## src/rtl/router_fsm.sv

```systemverilog
// router_fsm -- control FSM for the 1x3 router.
//
// Decodes the header address of each incoming packet. It also sequences the
// register block through its first-data, load, full-hold and parity phases.
//
// Ports:
//   clock          system clock, all logic on the rising edge
//   reset          synchronous active-high reset
//   pkt_valid      source presents a valid byte
//   data_in        header address bits (bus bits [1:0])
//   fifo_full      currently selected FIFO is full
//   fifo_empty     per-FIFO empty flags
//   soft_reset     per-FIFO read-timeout soft reset
//   parity_done    register block has captured parity
//   low_pkt_valid  register block saw pkt_valid fall
//   detect_add / lfd_state / ld_state / laf_state / full_state / rst_int_reg
//                  one-hot state strobes to the register block
//   write_enb_reg  FIFO write strobe
//   busy           source must hold its current byte
//   port_sel       latched destination address
//   pkt_drop       one-cycle pulse when a header with an invalid address is discarded
module router_fsm #(
  parameter int unsigned NUM_PORTS = 3
) (
  input  logic                 clock,
  input  logic                 reset,
  input  logic                 pkt_valid,
  input  logic [1:0]           data_in,
  input  logic                 fifo_full,
  input  logic [NUM_PORTS-1:0] fifo_empty,
  input  logic [NUM_PORTS-1:0] soft_reset,
  input  logic                 parity_done,
  input  logic                 low_pkt_valid,
  output logic                 detect_add,
  output logic                 lfd_state,
  output logic                 ld_state,
  output logic                 laf_state,
  output logic                 full_state,
  output logic                 rst_int_reg,
  output logic                 write_enb_reg,
  output logic                 busy,
  output logic [1:0]           port_sel,
  output logic                 pkt_drop
);

  typedef enum logic [2:0] {
    DECODE_ADDRESS     = 3'd0,
    LOAD_FIRST_DATA    = 3'd1,
    LOAD_DATA          = 3'd2,
    WAIT_TILL_EMPTY    = 3'd3,
    FIFO_FULL_STATE    = 3'd4,
    LOAD_AFTER_FULL    = 3'd5,
    LOAD_PARITY        = 3'd6,
    CHECK_PARITY_ERROR = 3'd7
  } state_t;

  state_t     state_q, state_d;
  logic [1:0] port_sel_q;
  logic       pkt_drop_q;

  // The 2-bit address can name four ports. Pad the per-port flags to four
  // entries so that indexing with any address stays in range. Ports that do
  // not exist read as "not empty" and "no soft reset".
  logic [3:0] empty_pad;
  logic [3:0] soft_pad;

  generate
    for (genvar gi = 0; gi < 4; gi++) begin : g_pad
      if (gi < NUM_PORTS) begin : g_real
        assign empty_pad[gi] = fifo_empty[gi];
        assign soft_pad[gi]  = soft_reset[gi];
      end else begin : g_none
        assign empty_pad[gi] = 1'b0;
        assign soft_pad[gi]  = 1'b0;
      end
    end
  endgenerate

  logic addr_valid;
  logic soft_hit;

  assign addr_valid = (32'(data_in) < NUM_PORTS);
  // A soft reset only matters once a destination has been committed to.
  assign soft_hit   = soft_pad[port_sel_q] && (state_q != DECODE_ADDRESS);

  always_comb begin
    state_d = state_q;
    if (soft_hit) begin
      state_d = DECODE_ADDRESS;
    end else begin
      case (state_q)
        DECODE_ADDRESS: begin
          if (pkt_valid && addr_valid) begin
            state_d = empty_pad[data_in] ? LOAD_FIRST_DATA : WAIT_TILL_EMPTY;
          end
        end
        WAIT_TILL_EMPTY: begin
          if (empty_pad[port_sel_q]) state_d = LOAD_FIRST_DATA;
        end
        LOAD_FIRST_DATA: state_d = LOAD_DATA;
        LOAD_DATA: begin
          // A full FIFO wins over end-of-packet so the parity byte is not lost.
          if (fifo_full)       state_d = FIFO_FULL_STATE;
          else if (!pkt_valid) state_d = LOAD_PARITY;
        end
        FIFO_FULL_STATE: begin
          if (!fifo_full) state_d = LOAD_AFTER_FULL;
        end
        LOAD_AFTER_FULL: begin
          if (parity_done)        state_d = DECODE_ADDRESS;
          else if (low_pkt_valid) state_d = LOAD_PARITY;
          else                    state_d = LOAD_DATA;
        end
        LOAD_PARITY:        state_d = CHECK_PARITY_ERROR;
        CHECK_PARITY_ERROR: state_d = fifo_full ? FIFO_FULL_STATE : DECODE_ADDRESS;
        default:            state_d = DECODE_ADDRESS;
      endcase
    end
  end

  always_ff @(posedge clock) begin
    if (reset) begin
      state_q    <= DECODE_ADDRESS;
      port_sel_q <= 2'd0;
      pkt_drop_q <= 1'b0;
    end else begin
      state_q    <= state_d;
      pkt_drop_q <= (state_q == DECODE_ADDRESS) && pkt_valid && !addr_valid;
      if ((state_q == DECODE_ADDRESS) && pkt_valid && addr_valid) begin
        port_sel_q <= data_in;
      end
    end
  end

  assign detect_add    = (state_q == DECODE_ADDRESS);
  assign lfd_state     = (state_q == LOAD_FIRST_DATA);
  assign ld_state      = (state_q == LOAD_DATA);
  assign laf_state     = (state_q == LOAD_AFTER_FULL);
  assign full_state    = (state_q == FIFO_FULL_STATE);
  assign rst_int_reg   = (state_q == CHECK_PARITY_ERROR);
  assign write_enb_reg = ld_state || laf_state || (state_q == LOAD_PARITY);
  assign busy          = !(detect_add || ld_state);
  assign port_sel      = port_sel_q;
  assign pkt_drop      = pkt_drop_q;

endmodule

```

## config.mk

```make
export PLATFORM = sky130hd
export DESIGN_NAME = router_fsm
export DESIGN_NICKNAME = d
export VERILOG_FILES = /design/src/rtl/router_fsm.sv
export SDC_FILE = /design/constraint.sdc
export NUM_CORES = 1
export LEC_CHECK = 0
export ABC_AREA = 0
export ABC_CLOCK_PERIOD_IN_PS = 4300
export CAP_MARGIN = 20
export CORE_AREA = 2 2 39 41
export CTS_CLUSTER_SIZE = 28
export DETAILED_ROUTE_END_ITERATION = 10
export DIE_AREA = 0 0 41 43
export PLACE_DENSITY = 0.77
export SYNTH_ARGS = -nofsm -noshare
export SYNTH_HDL_FRONTEND = slang
export SYNTH_SLANG_ARGS = --single-unit
```

## constraint.sdc

```tcl
create_clock -name clock -period 4.3 [get_ports clock]
set_input_delay 0.43 -clock clock [delete_from_list [all_inputs] [get_ports clock]]
set_output_delay 0.43 -clock clock [all_outputs]
set_load 0.05 [all_outputs]
```

==> results of run 1 <==
## tightest hold or removal path, stage by stage, from the launching register on
cell and delay [ns]:
dfxtp_1 0.35, nor2_1 0.11, nor3_1 0.05
## flip-flops by register name (all words and copies together) (netlist names)
register,cells
port_sel,2
pkt_drop,1
state_q,3
## cell type report
class	instances	area (µm²)	share of cell area (%)
timing repair buffer	24	240	32.2
inverter	2	7.51	1.01
sequential	6	120	16.1
multi-input combinational	45	335	45.0
clock buffer	3	22.5	3.02
tap	16	20.0	2.68
## worst max-delay path by stage
stage | from | endpoint | slack [ns] | depth (start not counted)
2_1_floorplan | state_q[1]$_SDFFE_PP0P_ | state_q[0]$_SDFFE_PP0P_ | 2.07 | 5
3_3_place_gp | state_q[1]$_SDFFE_PP0P_ | write_enb_reg | 2.08 | 4
3_5_place_dp | state_q[1]$_SDFFE_PP0P_ | write_enb_reg | 2.07 | 4
4_1_cts | state_q[1]$_SDFFE_PP0P_ | write_enb_reg | 1.79 | 4
5_1_grt | state_q[1]$_SDFFE_PP0P_ | write_enb_reg | 1.74 | 4
6_report | state_q[1]$_SDFFE_PP0P_ | write_enb_reg | 1.80 | 4
## synthesized netlist by cell type, drive strengths merged
master	count
a2111oi	1
a21o	1
a21oi	2
a22o	1
a22oi	1
and2	1
and2b	1
and3	2
buf	2
clkbuf	1
dfxtp	6
inv	2
mux2	1
mux2i	3
nand2	3
nand3b	4
nand4b	1
nor2	5
nor2b	1
nor3	3
nor3b	5
o2111ai	1
o21ai	3
o2bb2ai	1
or2	2
or3	1
or4	1
## power by group through the flow
| stage | clock [mW] | combinational, mW | sequential [mW] |
|---|---|---|---|
| detailed placement | 0 | 0.339 | 0.105 |
| global route | 0.0569 | 0.359 | 0.108 |
| global placement | 0 | 0.337 | 0.104 |
| floorplan | 0 | 0.258 | 0.0965 |
| finish | 0.0494 | 0.339 | 0.104 |
| CTS | 0.0522 | 0.341 | 0.104 |
## cells in the final DEF, fill, tap and decap left out, types with 2 or more instances in the layout
cell,count
clkdlybuf4s50_1,24
dfxtp_1,6
nor2_1,5
nand3b_1,4
nor3b_1,3
nor3_1,3
nand2_1,3
o21ai_0,3
mux2i_1,3
clkbuf_4,3
inv_1,2
and3_2,2
or2_2,2
nor3b_2,2
a21oi_1,2
## stage by stage
| step | util [%] | hold slack [ns] | std cells |
|---|---|---|---|
| CTS | 53.9 | 0.569 | 96 |
| finish | 53.9 | 0.561 | 96 |
| global route | 53.9 | 0.591 | 96 |
| floorplan | - | 0.508 | 56 |
| detailed placement | 52.3 | 0.560 | 93 |
| global placement | 52.3 | 0.550 | 93 |
## kinds of logic (layout without fill, tap and decap cells)
kind of cell	after synthesis	after routing	share of synthesized area [%]
muxes	4	4	8.55
and+or+nand+nor	30	30	41.5
DFF	6	6	24.9
buffers and inverters	5	29	5.70
AOI/OAI and AO/OA	11	11	19.4
## layer usage
layer | vias up | track usage [%] | wire length [µm]
met4 | 0 | 2.00 | 0
met5 | - | 0 | 0
met3 | 0 | 8.90 | 97
met1 | 217 | 17.4 | 467
li1 | 255 | - | -
met2 | 25 | 24.4 | 560
==> results.sh, run 1 <==
export IMPL_status="complete, no violations"
export IMPL_wl_per_cell_um=11.7
export IMPL_initial_core_util_pct=34.9
export IMPL_yosysUniqueCellTypes=29
export IMPL_max_freq_mhz=401
export IMPL_end_kind="output pin"
export IMPL_cp_max_fo=9
export IMPL_syn_to_final_growth_pct=54.4
export IMPL_ant_nets=0
export IMPL_fill_cells=143
export IMPL_finalCriticalPeriod_ns=2.50
export IMPL_syn_area_per_cell_um2=8.62
export IMPL_route_detailed_drc=0
export IMPL_period_share_pct=58.0
export IMPL_irDropWorstVdd_v=0.000345
export IMPL_slew_viol_final=0
export IMPL_dp_hpwl_um=929
export IMPL_sequentialPowerShare_pct=21.1
export IMPL_synth_top_area_share_pct=24.9
export IMPL_rsz0062_at_grt="no"
export IMPL_dieArea_um2=1760
export IMPL_io_buffers=24
export IMPL_clock_sinks=6
export IMPL_path_buf_inv=2
export IMPL_tns_ns=0
export IMPL_cap_viol_max_count=0
export IMPL_clockPowerShare_pct=10.0
export IMPL_nets=96
export IMPL_critPathKind="register to output pin"
export IMPL_finalPower_mw=0.492
export IMPL_comb_power_share_pct=68.8
export IMPL_fin_ws_ns=1.80
export IMPL_yosysTopAreaCell="dfxtp_1"
export IMPL_clk_latency_ns=0.24
export IMPL_cts_buffers=3
export IMPL_p_per_area_nw_per_um2=660
export IMPL_fin_area_um2=746
export IMPL_netlist_area_um2=483
export IMPL_r2r_end="state_q[1]$_SDFFE_PP0P_"
export IMPL_setup_violations=0
export IMPL_r2r_setup_slack_ns=2.78
export IMPL_fp_row_count=14
export IMPL_seq_area_frac_synth_pct=24.9
export IMPL_antenna_found_initial=0
export IMPL_cpLargestDelayFamily="buffers and inverters"
export IMPL_placed_cell_area_um2=723
export IMPL_relSlewSlack_pct=66.5
export IMPL_cts_setup_buffers=0
export IMPL_leakagePower_nw=0.274
export IMPL_htreeDepth=1
export IMPL_track_usage_pct=15.3
export IMPL_hold_viol=0
export IMPL_p_int_mw=0.238
export IMPL_die_width_um=41
export IMPL_grt_max_degree=16
export IMPL_path_cells="inv_1, and3_2, or2_2, clkdlybuf4s50_1"
export IMPL_drive_gt1_share_pct=16.3
export IMPL_grt_pass1_vias=462
export IMPL_min_to="port_sel[0]$_SDFFE_PP0P_"
export IMPL_yosysWarnings=0
export IMPL_drt_iter0_markers=1
export IMPL_tritoncts="built"
export IMPL_ioPinCount=25
export IMPL_tightest_slew_ns=0.500
export IMPL_critical_path_arrival_ns=2.07
export IMPL_dp_slack_ns=2.07
export IMPL_num_vias=497
export IMPL_fin_skew_ns=0.00667
export IMPL_crit_required_ns=3.87
export IMPL_cts_resized=0
export IMPL_ys_ff_latch=6
export IMPL_die_h_um=43
export IMPL_dr_pass1_iters=2
export IMPL_holdCritPathClass="register to register"
export IMPL_synthCells=56
export IMPL_coreArea_um2=1380
export IMPL_grt_ovfl_total=0
export IMPL_viasPerCell=5.18
export IMPL_postCtsHoldBufs=0
export IMPL_hp_start="port_sel[0]$_SDFFE_PP0P_"
export IMPL_crit_path_start_kind="register"
export IMPL_reg2reg_depth=4
export IMPL_timing_rr_start="state_q[0]$_SDFFE_PP0P_"
export IMPL_swShare_pct=51.6
export IMPL_synth_nets=70
export IMPL_max_stage_delay_ns=0.70
export IMPL_clockBufferDepth=2
export IMPL_cp_slowest_cell="clkdlybuf4s50_1"
export IMPL_wl_um=1130
export IMPL_cts_root_buf="clkbuf_4"
export IMPL_gp_congestion=0.773
export IMPL_min_path_cells=2
export IMPL_antenna_cells=0
export IMPL_clkTransAtPathRegs_ns=0.04
export IMPL_synthTopCellsByArea="dfxtp_1 25%, mux2i_1 6.2%, nand3b_1 6.2%"
export IMPL_p_sw_mw=0.254
export IMPL_grt_first_pass_wirelength_um=1840
(Power assumes the default switching activity.)
==> run 2: changes to the inputs <==
Settings changed: ABC_CLOCK_PERIOD_IN_PS 4300 to 2150, CORE_AREA 2 2 39 41 to default, CORE_MARGIN from default to 2, CORE_UTILIZATION from default to 34, DIE_AREA 0 0 41 43 to default, PLACE_DENSITY 0.77 to 0.76.
Clock period 4.3 ns to 2.15 ns, I/O delays scaled along.
==> results.sh, run 2 (synthesized netlist as in run 1, its figures left out) <==
export IMPL_cp_max_fo=15
export IMPL_clock_sinks=6
export IMPL_hold_viol=0
export IMPL_track_usage_pct=14.4
export IMPL_ant_nets=0
export IMPL_hold_ws_ns=0.576
export IMPL_route_detailed_drc=0
export IMPL_wl_um=1190
export IMPL_drt_iter0_markers=1
export IMPL_crit_path_start_kind="register"
export IMPL_cts_resized=0
export IMPL_tritoncts="built"
export IMPL_tns_ns=0
export IMPL_critical_path_arrival_ns=1.80
export IMPL_dp_hpwl_um=944
export IMPL_io_buffers=24
export IMPL_cts_root_buf="clkbuf_4"
export IMPL_fin_skew_ns=0.000536
export IMPL_antenna_cells=0
export IMPL_viasPerCell=5.31
export IMPL_die_h_um=41.7
export IMPL_multi_input_area_um2=340
export IMPL_fill_cells=140
export IMPL_nets=96
export IMPL_tightest_slew_ns=0.499
export IMPL_status="complete, no violations"
export IMPL_critPathKind="register to output pin"
export IMPL_coreArea_um2=1320
export IMPL_num_vias=504
export IMPL_setup_violations=0
export IMPL_clk_latency_ns=0.24
export IMPL_grt_max_degree=16
export IMPL_dieArea_um2=1740
export IMPL_syn_to_final_growth_pct=54.1
export IMPL_seq_area_um2=120
export IMPL_crit_required_ns=1.93
export IMPL_cts_setup_buffers=0
export IMPL_grt_first_pass_wirelength_um=1950
export IMPL_dr_pass1_iters=2
export IMPL_p_per_area_nw_per_um2=1320
export IMPL_wl_per_cell_um=12.5
export IMPL_htreeDepth=1
export IMPL_rsz0062_at_grt="no"
export IMPL_largest_register_ffs=3
export IMPL_irDropWorstVdd_v=0.000490
export IMPL_clkTransAtPathRegs_ns=0.04
export IMPL_cts_buffers=3
export IMPL_grt_ovfl_total=0
export IMPL_finalCriticalPeriod_ns=2.02
export IMPL_die_width_um=41.7
export IMPL_grt_pass1_vias=494
export IMPL_holdCritPathClass="register to register"
export IMPL_end_kind="output pin"
export IMPL_layout_commonest_cell="clkdlybuf4s50_1"
export IMPL_drive_gt1_share_pct=22.5
export IMPL_max_freq_mhz=496
export IMPL_gp_congestion=0.757
export IMPL_period_share_pct=93.8
export IMPL_initial_core_util_pct=36.7
export IMPL_relSlewSlack_pct=66.6
export IMPL_antenna_found_initial=0
export IMPL_postCtsHoldBufs=0
export IMPL_clockBufferDepth=2
export IMPL_leakagePower_nw=0.320
export IMPL_fp_row_count=13
export IMPL_max_flop_register="state_q"
export IMPL_mostFrequentLayoutCells="18 x clkdlybuf4s50_1, 6 x dfxtp_1, 5 x nor2_1"
export IMPL_cap_viol_max_count=0
export IMPL_slew_viol_final=0
export IMPL_ioPinCount=25
==> run 2: worst max-delay path, stage by stage, from the launching register on <==
cell             delay, ns
dfxtp_1               0.58
or2_2                 0.20
clkdlybuf4s50_1       0.79
==> run 2: path summary, 6_finish.rpt <==
path                            slack, ns                      from  cells past startpoint                  endpoint
worst max-delay path                 0.13   state_q[0]$_SDFFE_PP0P_                      2                      busy
worst min-delay path                 0.58  port_sel[0]$_SDFFE_PP0P_                      2  port_sel[0]$_SDFFE_PP0P_
worst max register to register       0.57   state_q[0]$_SDFFE_PP0P_                      4   state_q[1]$_SDFFE_PP0P_
worst min register to register       0.58  port_sel[0]$_SDFFE_PP0P_                      2  port_sel[0]$_SDFFE_PP0P_
==> run 2: layout make-up <==
cell class,count,area share [%]
multi-input cells,45,45.7
clock buffers,3,3.03
flip-flops and latches,6,16.1
repair buffers,24,31.6
inverters,2,1.01
well taps,15,2.52
==> run 2: layer usage <==
metal | track usage, % | share of wire [%]
met1 | 15.1 | 43
met2 | 25.6 | 48
met3 | 7.83 | 9.2
met4 | 1.94 | 0
met5 | 0 | 0
==> run 2: per-stage QoR <==
stage	instances	power (mW)	setup WS (ns)	util (%)	instance area, µm²
floorplan	56	0.713	0.121	-	488
global placement	92	0.876	0.348	54.4	717
detailed placement	92	0.886	0.322	54.4	717
CTS	95	0.988	0.0662	56.1	739
global route	95	1.04	0.0539	56.5	744
finish	95	0.983	0.133	56.5	744
==> run 2: power breakdown <==
| group | switching [mW] | internal (mW) | leakage, nW |
|---|---|---|---|
| registers | 0.0708 | 0.142 | 0.0492 |
| clock network | 0.0349 | 0.0627 | 0.0138 |
| logic | 0.414 | 0.259 | 0.257 |
| total | 0.519 | 0.464 | 0.320 |
